### config.mk
export PLATFORM = sky130hd
export DESIGN_NAME = seven_seg_display_ctrl
export DESIGN_NICKNAME = d
export VERILOG_FILES = /design/src/rtl/seven_seg_display_ctrl.sv
export SDC_FILE = /design/constraint.sdc
export NUM_CORES = 1
export LEC_CHECK = 0
export ABC_AREA = 1
export CORE_ASPECT_RATIO = 1.2
export CORE_MARGIN = 4
export CORE_UTILIZATION = 30
export DETAILED_ROUTE_END_ITERATION = 10
export SLEW_MARGIN = 15
export SYNTH_ARGS = -nofsm -noshare
export SYNTH_HDL_FRONTEND = slang
export SYNTH_SLANG_ARGS = --single-unit
### constraint.sdc
create_clock -name i_clk -period 1.7 [get_ports i_clk]
set_input_delay 0.255 -clock i_clk [delete_from_list [all_inputs] [get_ports i_clk]]
set_output_delay 0.255 -clock i_clk [all_outputs]
set_load 0.05 [all_outputs]
### src/rtl/seven_seg_display_ctrl.sv
// seven_seg_display_ctrl: latches a hex value or a binary value converted to BCD and drives
// N active-low seven-segment digits with leading-zero blanking, overflow dashes and blink.
module seven_seg_display_ctrl #(
  parameter int N_DIGITS  = 6,
  parameter int BLINK_DIV = 25_000_000
) (
  input  logic                    i_clk,
  input  logic                    i_arst_n,
  input  logic [4*N_DIGITS-1:0]   i_value,
  input  logic                    i_valid,
  output logic                    o_ready,
  input  logic                    i_mode_dec,
  input  logic                    i_blank_lz,
  input  logic                    i_blink_en,
  output logic [7*N_DIGITS-1:0]   o_display,
  output logic                    o_overflow
);
  localparam int W  = 4*N_DIGITS;
  localparam int CW = $clog2(W+1);
  localparam int BW = $clog2(BLINK_DIV);
  function automatic longint unsigned pow10(input int n);
    longint unsigned p = 1;
    for (int i = 0; i < n; i++) p = p*10;
    return p;
  endfunction
  localparam longint unsigned DEC_LIM = pow10(N_DIGITS) - 1;
  localparam logic [W-1:0] DEC_MAX = W'(DEC_LIM);
  localparam logic [6:0] DASH = 7'b0111111;
  localparam logic [6:0] GLYPH [16] = '{
    7'b1000000, 7'b1111001, 7'b0100100, 7'b0110000,
    7'b0011001, 7'b0010010, 7'b0000010, 7'b1111000,
    7'b0000000, 7'b0011000, 7'b0001000, 7'b0000011,
    7'b1000110, 7'b0100001, 7'b0000110, 7'b0001110
  };
  typedef enum logic {IDLE, CONV} state_t;
  state_t state_q, state_d;
  logic [W-1:0] sr_q, sr_d, bcd_q, bcd_d, bcd_adj, bcd_nxt, digits_q, digits_d;
  logic [CW-1:0] cnt_q, cnt_d;
  logic [BW-1:0] bc_q, bc_d;
  logic [7*N_DIGITS-1:0] disp_q, disp_d, segs;
  logic blank_q, blank_d, blank_pend_q, blank_pend_d;
  logic ovf_q, ovf_d, dash_q, dash_d, shown_q, shown_d, phase_q, phase_d;
  logic acc, too_big, dec_ok, dec_ovf, hex_ld, conv, last, lead;
  assign acc     = i_valid & o_ready;
  assign too_big = i_value > DEC_MAX;
  assign dec_ok  = acc & i_mode_dec & ~too_big;
  assign dec_ovf = acc & i_mode_dec & too_big;
  assign hex_ld  = acc & ~i_mode_dec;
  assign conv    = state_q == CONV;
  assign last    = conv && cnt_q == CW'(W-1);
  always_ff @(posedge i_clk or negedge i_arst_n) begin
    if (!i_arst_n) state_q <= IDLE;
    else state_q <= state_d;
  end
  always_comb begin
    state_d = (state_q == IDLE) ? (dec_ok ? CONV : IDLE) : (last ? IDLE : CONV);
  end
  always_comb begin
    o_ready = state_q == IDLE;
  end
  // Shift-add-3: correct every BCD digit >= 5 before shifting in the next binary bit.
  always_comb begin
    bcd_adj = bcd_q;
    for (int k = 0; k < N_DIGITS; k++)
      bcd_adj[4*k+:4] = (bcd_q[4*k+:4] >= 4'd5) ? bcd_q[4*k+:4] + 4'd3 : bcd_q[4*k+:4];
    bcd_nxt = {bcd_adj[W-2:0], sr_q[W-1]};
  end
  always_comb begin
    sr_d         = dec_ok ? i_value : (conv ? {sr_q[W-2:0], 1'b0} : sr_q);
    bcd_d        = dec_ok ? '0 : (conv ? bcd_nxt : bcd_q);
    cnt_d        = dec_ok ? '0 : (conv ? cnt_q + 1'b1 : cnt_q);
    digits_d     = hex_ld ? i_value : (last ? bcd_nxt : digits_q);
    blank_pend_d = dec_ok ? i_blank_lz : blank_pend_q;
    blank_d      = (hex_ld | dec_ovf) ? i_blank_lz : (last ? blank_pend_q : blank_q);
    ovf_d        = acc ? dec_ovf : ovf_q;
    dash_d       = dec_ovf ? 1'b1 : ((hex_ld | last) ? 1'b0 : dash_q);
    shown_d      = shown_q | hex_ld | dec_ovf | last;
    bc_d         = (bc_q == BW'(BLINK_DIV-1)) ? '0 : bc_q + 1'b1;
    phase_d      = phase_q ^ (bc_q == BW'(BLINK_DIV-1));
  end
  // Dashes bypass blanking; the old value stays on screen until a new one is latched.
  always_comb begin
    lead = 1'b1;
    segs = '1;
    for (int k = N_DIGITS-1; k >= 0; k--) begin
      lead = lead & (digits_q[4*k+:4] == 4'd0);
      segs[7*k+:7] = dash_q ? DASH : ((blank_q && lead && k != 0) ? 7'h7f : GLYPH[digits_q[4*k+:4]]);
    end
    disp_d = (!shown_q || (i_blink_en && phase_q)) ? '1 : segs;
  end
  always_ff @(posedge i_clk or negedge i_arst_n) begin
    if (!i_arst_n) begin
      sr_q         <= '0;
      bcd_q        <= '0;
      cnt_q        <= '0;
      digits_q     <= '0;
      blank_pend_q <= 1'b0;
      blank_q      <= 1'b0;
      ovf_q        <= 1'b0;
      dash_q       <= 1'b0;
      shown_q      <= 1'b0;
      bc_q         <= '0;
      phase_q      <= 1'b0;
      disp_q       <= '1;
    end else begin
      sr_q         <= sr_d;
      bcd_q        <= bcd_d;
      cnt_q        <= cnt_d;
      digits_q     <= digits_d;
      blank_pend_q <= blank_pend_d;
      blank_q      <= blank_d;
      ovf_q        <= ovf_d;
      dash_q       <= dash_d;
      shown_q      <= shown_d;
      bc_q         <= bc_d;
      phase_q      <= phase_d;
      disp_q       <= disp_d;
    end
  end
  assign o_display  = disp_q;
  assign o_overflow = ovf_q;
endmodule

==> impl_metrics.csv, run 1 <==
group,metric,value,unit
drt,per_cell_via_count_in_the_routed_design,4.82,
die,num_rows,65,
clock_network,clkTransAtPathRegs,60,ps
die,die_w,159,um
cells_and_area,num-fill-cells,2638,
drt,detail_route.wl_per_cell,14.5,um
job,max_cap_viol_count,0,
timing,fmax,604,MHz
logic_synthesis,yosysWarningCount,0,
cells_and_area,finalNonFillerCells,1441,
cells_and_area,fin_util,0.393,
worst_setup_path,critical_path.max_fanout,6,
drt,initialDrtViolationCount,483,
clock_network,buffer_depth_of_the_longest_clock_path,2,
worst_setup_path,path_class,"reg -> reg",
die,initial_core_util,0.308,
worst_setup_path,critPathMaxStageDelay,380,ps
worst_setup_path,critical_path_required,2040,ps
clock_network,cts-htree-levels,4,
timing,final-hold-violation-count,0,
place,gp_congestion,0.898,
place,dpl.hpwl,15600,um
timing,max_slew.worst_pin.slew,471,ps
logic_synthesis,post_synth_instance_area,8180,um2
cells_and_area,area_growth_syn_to_layout,27.7,%
power,power_frac_comb,0.422,
die,core_region_area,26600,um2
logic_synthesis,most_frequent_cell_after_synthesis,"sky130_fd_sc_hd__nand2_1",
worst_setup_path,rrSetupSlack,50,ps
logic_synthesis,synth_top_flop_cell,"sky130_fd_sc_hd__dfrtp_1",
die,boundaryPins,74,
power,cellLeakagePower,4.79,nW
logic_synthesis,synthDistinctLibCells,53,
logic_synthesis,synth.largest_area_cell,"sky130_fd_sc_hd__dfrtp_1",
worst_setup_path,rr_endpoint,"o_display[25]$_DFF_PN1_",
worst_setup_path,cpMostUsedCell,"sky130_fd_sc_hd__inv_2",
global_route,grt_start_max_net_pins,44,
power,power_report.internal_total,0.00955,W
clock_network,clkLatencyLatePin,430,ps
die,design.die.area,30000,um2
logic_synthesis,synth.yosys.seq_area_share,0.468,
drt,drc,0,
logic_synthesis,synth-edff-count,0,
global_route,grt_remaining_overflow,0,
clock_network,clock-root-buffer,"sky130_fd_sc_hd__clkbuf_16",
logic_synthesis,synth_area_leaders,"sky130_fd_sc_hd__dfrtp_1 33%, sky130_fd_sc_hd__dfstp_2 13%, sky130_fd_sc_hd__nand2_1 9.6%",
drt,num_vias,6940,
worst_setup_path,cpLargestDelayFamily,"simple AND/OR/NAND/NOR gates",
clock_network,number_of_buffers_added_by_the_clock_tree_synthesis_step,17,
worst_setup_path,start_kind,"register",
run_status,run_status,"finished, final reports clean",
global_route,vias_in_the_first_global_route,6960,
power,pd_cells,1540,nW/um2
timing,min_period_over_period,0.973,
worst_setup_path,timing.critical_path.arrival,1990,ps
logic_synthesis,synth_cells,949,
timing,finalSetupViolCount,0,
global_route,grt_pass1_wl,34700,um
place,dp.cells,1402,
worst_setup_path,timing.rr.start,"digits_q[21]$_DFFE_PN0P_",
power,p_seq_frac,0.347,
logic_synthesis,yosys_top_cell_area_share,0.333,
timing,max_clock_skew,11.0,ps
place,io_buffers,73,
clock_network,cts.sink_count,151,
worst_setup_path,timing.critical_path.to_type,"register",
drt,wirelength,20800,um
cells_and_area,post_route_cells_drive_above_1_share,0.237,
cells_and_area,n_antenna_cell,0,
worst_setup_path,crit_path_cell_trace,"inv_2, ha_4, inv_2, nor2_4, nand3_4, nor3_4, buf_4, inv_1, o2111ai_1",
drt,drtAntennaViolNets,0,
power,switching_power,0.00651,W
timing,finalCriticalPeriod,1650,ps
worst_setup_path,crit_buf_inv,4,
worst_hold_path,timing.hold.worst.class,"in -> async",
global_route,grtUsageTotal,0.140,
timing,finalHoldWorstSlack,358,ps
power,switching_share,0.406,
power,worst_ir_drop_vdd,718,uV
logic_synthesis,synthArstFlopShare,1.00,
global_route,antenna_violations_before_repair,0,
worst_setup_path,slowest_stage,"sky130_fd_sc_hd__dfrtp_1",
drt,first_pass_iters,7,
logic_synthesis,yosys-top-cells-count,"209 x sky130_fd_sc_hd__nand2_1, 110 x sky130_fd_sc_hd__inv_1, 109 x sky130_fd_sc_hd__dfrtp_1",
timing,timing.final.max_slew_violations,0,
worst_setup_path,worst-r2r-cell-count,9,
die,die_h,189,um
timing,slew-limit-headroom,0.686,
logic_synthesis,syn_area_per_cell,8.62,um2
power,clk_network_pwr_share,0.231,
cells_and_area,count_of_nets_after_finishing,1164,
clock_network,tritoncts,"yes",
timing,grt_setup_unrepaired,"true",
logic_synthesis,postSynthNetCount,1019,
logic_synthesis,ys_ff_latch,151,
## routing by layer
layer | vias to the layer above | wire length, um | global-route usage
met1 | 3316 | 9590 | 0.180
met3 | 29 | 718 | 0.0279
li1 | 3457 | - | -
met4 | 0 | 431 | 0.0538
met5 | - | 0 | 0
met2 | 138 | 10100 | 0.235
## metrics by stage
step	area (um2)	power (W)	setup slack (ps)	TNS (ps)
2_1_floorplan	8180	0.0101	146	0
3_3_place_gp	9710	0.0121	-132	-5030
3_5_place_dp	9710	0.0122	-171	-6630
4_1_cts	10300	0.0160	36.8	0
5_1_grt	10500	0.0171	-37.2	-232
6_report	10500	0.0161	45.2	0
## power groups by stage
stage	Combinational, W	Sequential [W]	Clock [W]
after floorplan	0.00320	0.00686	0
after global placement	0.00646	0.00560	0
after detailed placement	0.00656	0.00561	0
after CTS	0.00663	0.00557	0.00382
after global routing	0.00745	0.00571	0.00396
final	0.00678	0.00557	0.00371
## cells in the final DEF, fill, tap and decap left out, types with 5 or more instances in the layout
cell type and instances:
sky130_fd_sc_hd__o22ai_2 10, sky130_fd_sc_hd__dfstp_2 42, sky130_fd_sc_hd__buf_4 112, sky130_fd_sc_hd__buf_12 8, sky130_fd_sc_hd__inv_2 9, sky130_fd_sc_hd__nor2_1 82
sky130_fd_sc_hd__o211ai_1 13, sky130_fd_sc_hd__a31oi_1 7, sky130_fd_sc_hd__nor2_2 5, sky130_fd_sc_hd__clkdlybuf4s50_1 28, sky130_fd_sc_hd__xor2_1 25, sky130_fd_sc_hd__clkbuf_16 17
sky130_fd_sc_hd__xnor2_1 5, sky130_fd_sc_hd__o21ai_1 5, sky130_fd_sc_hd__inv_1 106, sky130_fd_sc_hd__dfrtp_1 108, sky130_fd_sc_hd__nand4_1 12, sky130_fd_sc_hd__nand2_1 199
sky130_fd_sc_hd__nand2_2 14, sky130_fd_sc_hd__o221ai_1 24, sky130_fd_sc_hd__nor3_1 14, sky130_fd_sc_hd__a21oi_1 25, sky130_fd_sc_hd__ha_1 38, sky130_fd_sc_hd__o21ai_2 11
sky130_fd_sc_hd__nand3_1 87, sky130_fd_sc_hd__o21ai_0 41
## worst max path at each step
stage,end,start,slack [ps],cells after the start
floorplan,bcd_q[13]$_DFFE_PN0P_,conv$_DFF_PN0_,150,3
global placement,blank_q$_DFFE_PN0P_,i_value[14],-130,10
detailed placement,bcd_q[6]$_DFFE_PN0P_,i_value[21],-170,9
CTS,o_display[16]$_DFF_PN1_,digits_q[20]$_DFFE_PN0P_,40,10
global route,o_display[10]$_DFF_PN1_,digits_q[21]$_DFFE_PN0P_,-40,10
finish,o_display[25]$_DFF_PN1_,digits_q[21]$_DFFE_PN0P_,50,9
## final cells by class
type / instances / area (um2) / share of cell area
Clock buffer: 20 / 447 / 0.0427
Clock inverter: 11 / 126 / 0.0121
Inverter: 117 / 443 / 0.0424
Multi-Input combinational cell: 656 / 3850 / 0.368
Sequential cell: 151 / 3830 / 0.367
Tap cell: 335 / 419 / 0.0401
Timing Repair Buffer: 151 / 1340 / 0.128
## registers in the layout (all words and copies together), names as in the netlist
name	cells
bc_q	25
cnt_q	5
dash_q	1
o_overflow	1
shown_q	1
blank_pend_q	1
o_display	42
bcd_q	24
digits_q	24
phase_q	1
sr_q	24
conv	1
blank_q	1
## logic make-up after synthesis
kind of cell / synth area share
compound gates: 0.132
simple gates: 0.234
xor+xnor: 0.0321
fa+ha+maj: 0.0612
mux: 0.00122
buf+inv: 0.0709
flops: 0.468
## repair_timing
action                                 4_1_cts  5_1_grt
pin swaps                                    0       11
setup endpoints to repair                    1       47
buffers inserted                             0        6
endpoints found under the hold margin       28        0
resized for setup                            0       28
gates cloned                                 1        0
hold buffers                                 1        0
Note: power is estimated with default switching activity, not from simulation.
==> run 2, diff against run 1 <==
PLACE_DENSITY_LB_ADDON = 0.1   (was default)
==> impl_metrics.csv, run 2 (same netlist as run 1, synthesis figures left out) <==
group,metric,value,unit
cells_and_area,commonest_non_fill_non_tap_cells_in_the_layout,"197 x sky130_fd_sc_hd__nand2_1, 129 x sky130_fd_sc_hd__buf_4, 109 x sky130_fd_sc_hd__dfrtp_1",
worst_setup_path,timing.critical_path.to_type,"register",
timing,finalCriticalPeriod,1630,ps
die,initial_core_util,0.308,
cells_and_area,count_of_nets_after_finishing,1182,
power,power.total,0.0160,W
global_route,grt_start_max_net_pins,43,
cells_and_area,layout.cells.most_common,"sky130_fd_sc_hd__nand2_1",
power,pd_cells,1510,nW/um2
clock_network,number_of_buffers_added_by_the_clock_tree_synthesis_step,17,
drt,drtAntennaViolNets,0,
drt,initialDrtViolationCount,378,
cells_and_area,largest_register_ffs,42,
clock_network,tritoncts,"yes",
cells_and_area,final_area,10600,um2
drt,num_vias,6879,
cells_and_area,n_antenna_cell,0,
global_route,antenna_violations_before_repair,0,
timing,max_clock_skew,15.1,ps
die,num_rows,65,
run_status,run_status,"finished, final reports clean",
die,boundaryPins,74,
clock_network,cts.sink_count,151,
timing,finalHoldWorstSlack,298,ps
drt,per_cell_via_count_in_the_routed_design,4.71,
worst_setup_path,crit_path_cell_trace,"ha_2, nand2_2, nor2_4, nand4_1, nor4_4, buf_4, nor2_1",
worst_setup_path,cpLargestDelayFamily,"simple AND/OR/NAND/NOR gates",
worst_setup_path,start_kind,"register",
timing,fmax,612,MHz
timing,slew-limit-headroom,0.733,
place,io_buffers,73,
cells_and_area,area_growth_syn_to_layout,29.2,%
global_route,grtUsageTotal,0.154,
drt,first_pass_iters,5,
global_route,grt_pass1_wl,37300,um
cells_and_area,post_route_cells_drive_above_1_share,0.256,
place,dpl.hpwl,17200,um
worst_setup_path,critical_path_required,2020,ps
worst_setup_path,crit_buf_inv,1,
place,gp_congestion,0.874,
timing,timing.final.max_slew_violations,0,
clock_network,cts-htree-levels,4,
die,design.die.area,30000,um2
job,max_cap_viol_count,0,
place,dpl-instance-area,9840,um2
cells_and_area,num-fill-cells,2725,
die,core_region_area,26600,um2
power,worst_ir_drop_vdd,602,uV
power,cellLeakagePower,4.91,nW
cells_and_area,finalNonFillerCells,1460,
worst_setup_path,critPathMaxStageDelay,350,ps
clock_network,clkLatencyLatePin,440,ps
worst_hold_path,timing.hold.worst.class,"in -> async",
clock_network,clkTransAtPathRegs,70,ps
timing,finalSetupViolCount,0,
die,die_w,159,um
worst_setup_path,path_class,"reg -> reg",
cells_and_area,fin_util,0.397,
worst_setup_path,slowest_stage,"sky130_fd_sc_hd__dfrtp_1",
worst_setup_path,critical_path.max_fanout,5,
clock_network,clock-root-buffer,"sky130_fd_sc_hd__clkbuf_16",
timing,final-hold-violation-count,0,
drt,detail_route.wl_per_cell,15.4,um
timing,grt_setup_unrepaired,"true",
timing,min_period_over_period,0.961,
timing,max_slew.worst_pin.slew,395,ps
global_route,grt_remaining_overflow,0,
worst_setup_path,timing.critical_path.arrival,1950,ps
drt,drc,0,
die,die_h,189,um
clock_network,buffer_depth_of_the_longest_clock_path,2,
global_route,vias_in_the_first_global_route,7012,
place,dp.cells,1421,
drt,wirelength,22500,um
-- run 2: changes by cell type in the layout (fill, tap and decap cells not counted), sizes merged --
cell    delta
inv        +5
bufinv     -2
clkbuf     -2
buf       +18
-- run 2: routing by layer --
layer,up-vias,share of wire,track usage
met1,3243,0.47,0.203
met5,-,0,0
met3,20,0.029,0.0281
met4,0,0.015,0.0518
li1,3493,-,-
met2,123,0.49,0.258
-- run 2: worst paths after layout --
kind                            cells after the start  slack (ps)                       to          startpoint
worst max-delay path                                7          70       bc_q[21]$_DFF_PN0_   bc_q[1]$_DFF_PN0_
worst min register to register                      1         480  o_display[41]$_DFF_PN1_  dash_q$_DFFE_PN0P_
worst max register to register                      7          70       bc_q[21]$_DFF_PN0_   bc_q[1]$_DFF_PN0_
max in group asynchronous                           3         790  o_display[32]$_DFF_PN1_            i_arst_n
min in group i_clk                                  3         430      sr_q[0]$_DFFE_PN0P_          i_value[0]
worst min-delay path                                2         300        bc_q[5]$_DFF_PN0_            i_arst_n
-- run 2: what timing repair did --
item | 4_1_cts | 5_1_grt
gates resized for setup | 0 | 38
buffers inserted | 0 | 5
setup endpoints to repair | 1 | 42
pin swaps | 0 | 11
endpoints found under the hold margin | 15 | 0
hold buffers | 1 | 0
cloned | 1 | 0
-- run 2: metrics by stage --
stage	setup WS, ps	TNS, ps
after floorplan	146	0
after global placement	-121	-5870
after detailed placement	-206	-9250
after CTS	6.87	0
after global routing	-61.2	-272
final	65.8	0
-- run 2: report_power, final --
part           internal [W]  leakage [nW]  switching (W)
combinational       0.00251          2.80        0.00437
sequential          0.00488          1.85       0.000660
clock               0.00191         0.262        0.00167
-- run 2: cell type report --
type                            instances  area (um2)  area share
Multi-Input combinational cell        656        3860       0.365
Timing Repair Buffer                  169        1470       0.139
Clock inverter                         14         116      0.0110
Inverter                              117         447      0.0423
Sequential cell                       151        3830       0.362
Tap cell                              335         419      0.0397
Clock buffer                           18         429      0.0406
-- run 2: worst register-to-register path, cell delays in order, from the launching register on --
cell	delay [ps]
sky130_fd_sc_hd__dfrtp_1	350
sky130_fd_sc_hd__ha_2	200
sky130_fd_sc_hd__nand2_2	70
sky130_fd_sc_hd__nor2_4	230
sky130_fd_sc_hd__nand4_1	180
sky130_fd_sc_hd__nor4_4	250
sky130_fd_sc_hd__buf_4	200
sky130_fd_sc_hd__nor2_1	50
==> run 3, diff against run 2 <==
CORE_UTILIZATION = 58   (was 30)
==> impl_metrics.csv, run 3 (same netlist as run 1, synthesis figures left out) <==
group,metric,value,unit
power,cellLeakagePower,4.84,nW
global_route,grt_remaining_overflow,0,
global_route,grtUsageTotal,0.259,
timing,final-hold-violation-count,0,
clock_network,clock-root-buffer,"sky130_fd_sc_hd__clkbuf_16",
worst_setup_path,rrSetupSlack,20,ps
die,design.die.area,16100,um2
run_status,run_status,"finished, final reports clean",
clock_network,clkTransAtPathRegs,60,ps
place,dpl.hpwl,14600,um
drt,first_pass_iters,7,
worst_setup_path,timing.critical_path.to_type,"register",
timing,min_period_over_period,0.990,
clock_network,cts.sink_count,151,
worst_setup_path,timing.rr.start,"bcd_q[1]$_DFFE_PN0P_",
worst_setup_path,path_class,"reg -> reg",
clock_network,clkLatencyLatePin,420,ps
drt,detail_route.wl_per_cell,15.8,um
clock_network,buffer_depth_of_the_longest_clock_path,2,
job,max_cap_viol_count,0,
cells_and_area,layout.cells.most_common,"sky130_fd_sc_hd__nand2_1",
timing,grt_setup_unrepaired,"true",
place,dp.cells,1238,
cells_and_area,count_of_nets_after_finishing,1164,
timing,totalNegativeSetupSlack,0,ps
die,die_w,116,um
die,die_h,138,um
worst_setup_path,slowest_stage,"sky130_fd_sc_hd__o21ai_0",
die,num_rows,47,
worst_setup_path,crit_path_cell_trace,"inv_1, ha_1, a21oi_1, o21ai_1, o21ai_0, o221ai_1",
cells_and_area,post_route_cells_drive_above_1_share,0.231,
power,worst_ir_drop_vdd,1090,uV
worst_setup_path,worst-r2r-cell-count,6,
cells_and_area,area_growth_syn_to_layout,25.4,%
cells_and_area,num-fill-cells,1020,
timing,max_slew.worst_pin.slew,497,ps
global_route,antenna_violations_before_repair,0,
clock_network,number_of_buffers_added_by_the_clock_tree_synthesis_step,17,
timing,finalCriticalPeriod,1680,ps
worst_setup_path,start_kind,"register",
worst_setup_path,critical_path_required,1960,ps
worst_setup_path,timing.critical_path.arrival,1940,ps
drt,num_vias,7211,
timing,slew-limit-headroom,0.664,
clock_network,tritoncts,"yes",
die,initial_core_util,0.592,
cells_and_area,fin_util,0.743,
die,boundaryPins,74,
cells_and_area,largest_register_ffs,42,
timing,finalSetupViolCount,0,
global_route,vias_in_the_first_global_route,6974,
power,pd_cells,1580,nW/um2
cells_and_area,n_antenna_cell,0,
drt,drtAntennaViolNets,0,
worst_setup_path,cpLargestDelayFamily,"compound AO/OA/AOI/OAI gates",
cells_and_area,commonest_non_fill_non_tap_cells_in_the_layout,"205 x sky130_fd_sc_hd__nand2_1, 113 x sky130_fd_sc_hd__buf_4, 108 x sky130_fd_sc_hd__dfrtp_1",
drt,per_cell_via_count_in_the_routed_design,5.64,
place,gp_congestion,0.947,
worst_setup_path,rr_endpoint,"digits_q[2]$_DFFE_PN0P_",
place,dpl-instance-area,9480,um2
timing,max_clock_skew,12.5,ps
timing,fmax,594,MHz
clock_network,cts-htree-levels,4,
worst_setup_path,critPathMaxStageDelay,410,ps
drt,initialDrtViolationCount,519,
cells_and_area,final_area,10300,um2
worst_setup_path,crit_buf_inv,1,
drt,drc,0,
global_route,grt_pass1_wl,33500,um
place,io_buffers,73,
die,core_region_area,13800,um2
timing,timing.final.max_slew_violations,0,
worst_hold_path,timing.hold.worst.class,"in -> async",
worst_setup_path,critical_path.max_fanout,4,
drt,wirelength,20200,um
global_route,grt_start_max_net_pins,50,
cells_and_area,finalNonFillerCells,1278,
run 3: power by group:
part	switching, W	total, W	internal, W	leakage, nW
registers	0.000656	0.00554	0.00488	1.85
clock network	0.00143	0.00398	0.00255	0.307
logic	0.00437	0.00673	0.00236	2.69
total	0.00645	0.0163	0.00980	4.84
run 3: layout make-up:
type | instances | area, um2 | area share
Sequential cell | 151 | 3830 | 0.373
Multi-Input combinational cell | 656 | 3820 | 0.372
Clock buffer | 26 | 519 | 0.0506
Inverter | 117 | 445 | 0.0434
Clock inverter | 6 | 111 | 0.0108
Timing Repair Buffer | 151 | 1320 | 0.129
Tap cell | 171 | 214 | 0.0208
run 3: worst register-to-register path: stages (launching register included):
cell	delay [ps]
sky130_fd_sc_hd__dfrtp_1	350
sky130_fd_sc_hd__inv_1	90
sky130_fd_sc_hd__ha_1	190
sky130_fd_sc_hd__a21oi_1	130
sky130_fd_sc_hd__o21ai_1	140
sky130_fd_sc_hd__o21ai_0	410
sky130_fd_sc_hd__o221ai_1	210
run 3: through the flow:
stage,hold slack [ps],power [W],setup slack (ps)
final,351,0.0163,17.7
after global routing,392,0.0172,-48.4
after CTS,348,0.0162,13.9
after detailed placement,230,0.0121,-195
after global placement,222,0.0119,-137
after floorplan,-40.6,0.0101,146
run 3: per-layer routing:
metal  up-vias  wire length [um]  track usage
met1      3410              8530        0.345
li1       3470                 -            -
met2       271              9940        0.417
met3        60              1100       0.0468
met4         0               599        0.100
met5         -                 0            0
run 3: what timing repair did:
item | CTS | global route
setup buffers | 0 | 6
setup endpoints to repair | 1 | 45
hold endpoints to repair | 21 | 0
resized for setup | 0 | 24
pin swaps | 0 | 9
gates cloned | 1 | 0
hold buffers | 1 | 0
run 3: how the worst max path moves through the flow:
stage	startpoint	slack, ps	to	cells after the start
finish	bcd_q[1]$_DFFE_PN0P_	20	digits_q[2]$_DFFE_PN0P_	6
global route	bc_q[1]$_DFF_PN0_	-50	bc_q[20]$_DFF_PN0_	10
CTS	bcd_q[0]$_DFFE_PN0P_	10	digits_q[2]$_DFFE_PN0P_	6
detailed placement	i_value[11]	-190	sr_q[2]$_DFFE_PN0P_	11
global placement	i_value[11]	-140	sr_q[7]$_DFFE_PN0P_	11
floorplan	conv$_DFF_PN0_	150	bcd_q[13]$_DFFE_PN0P_	3
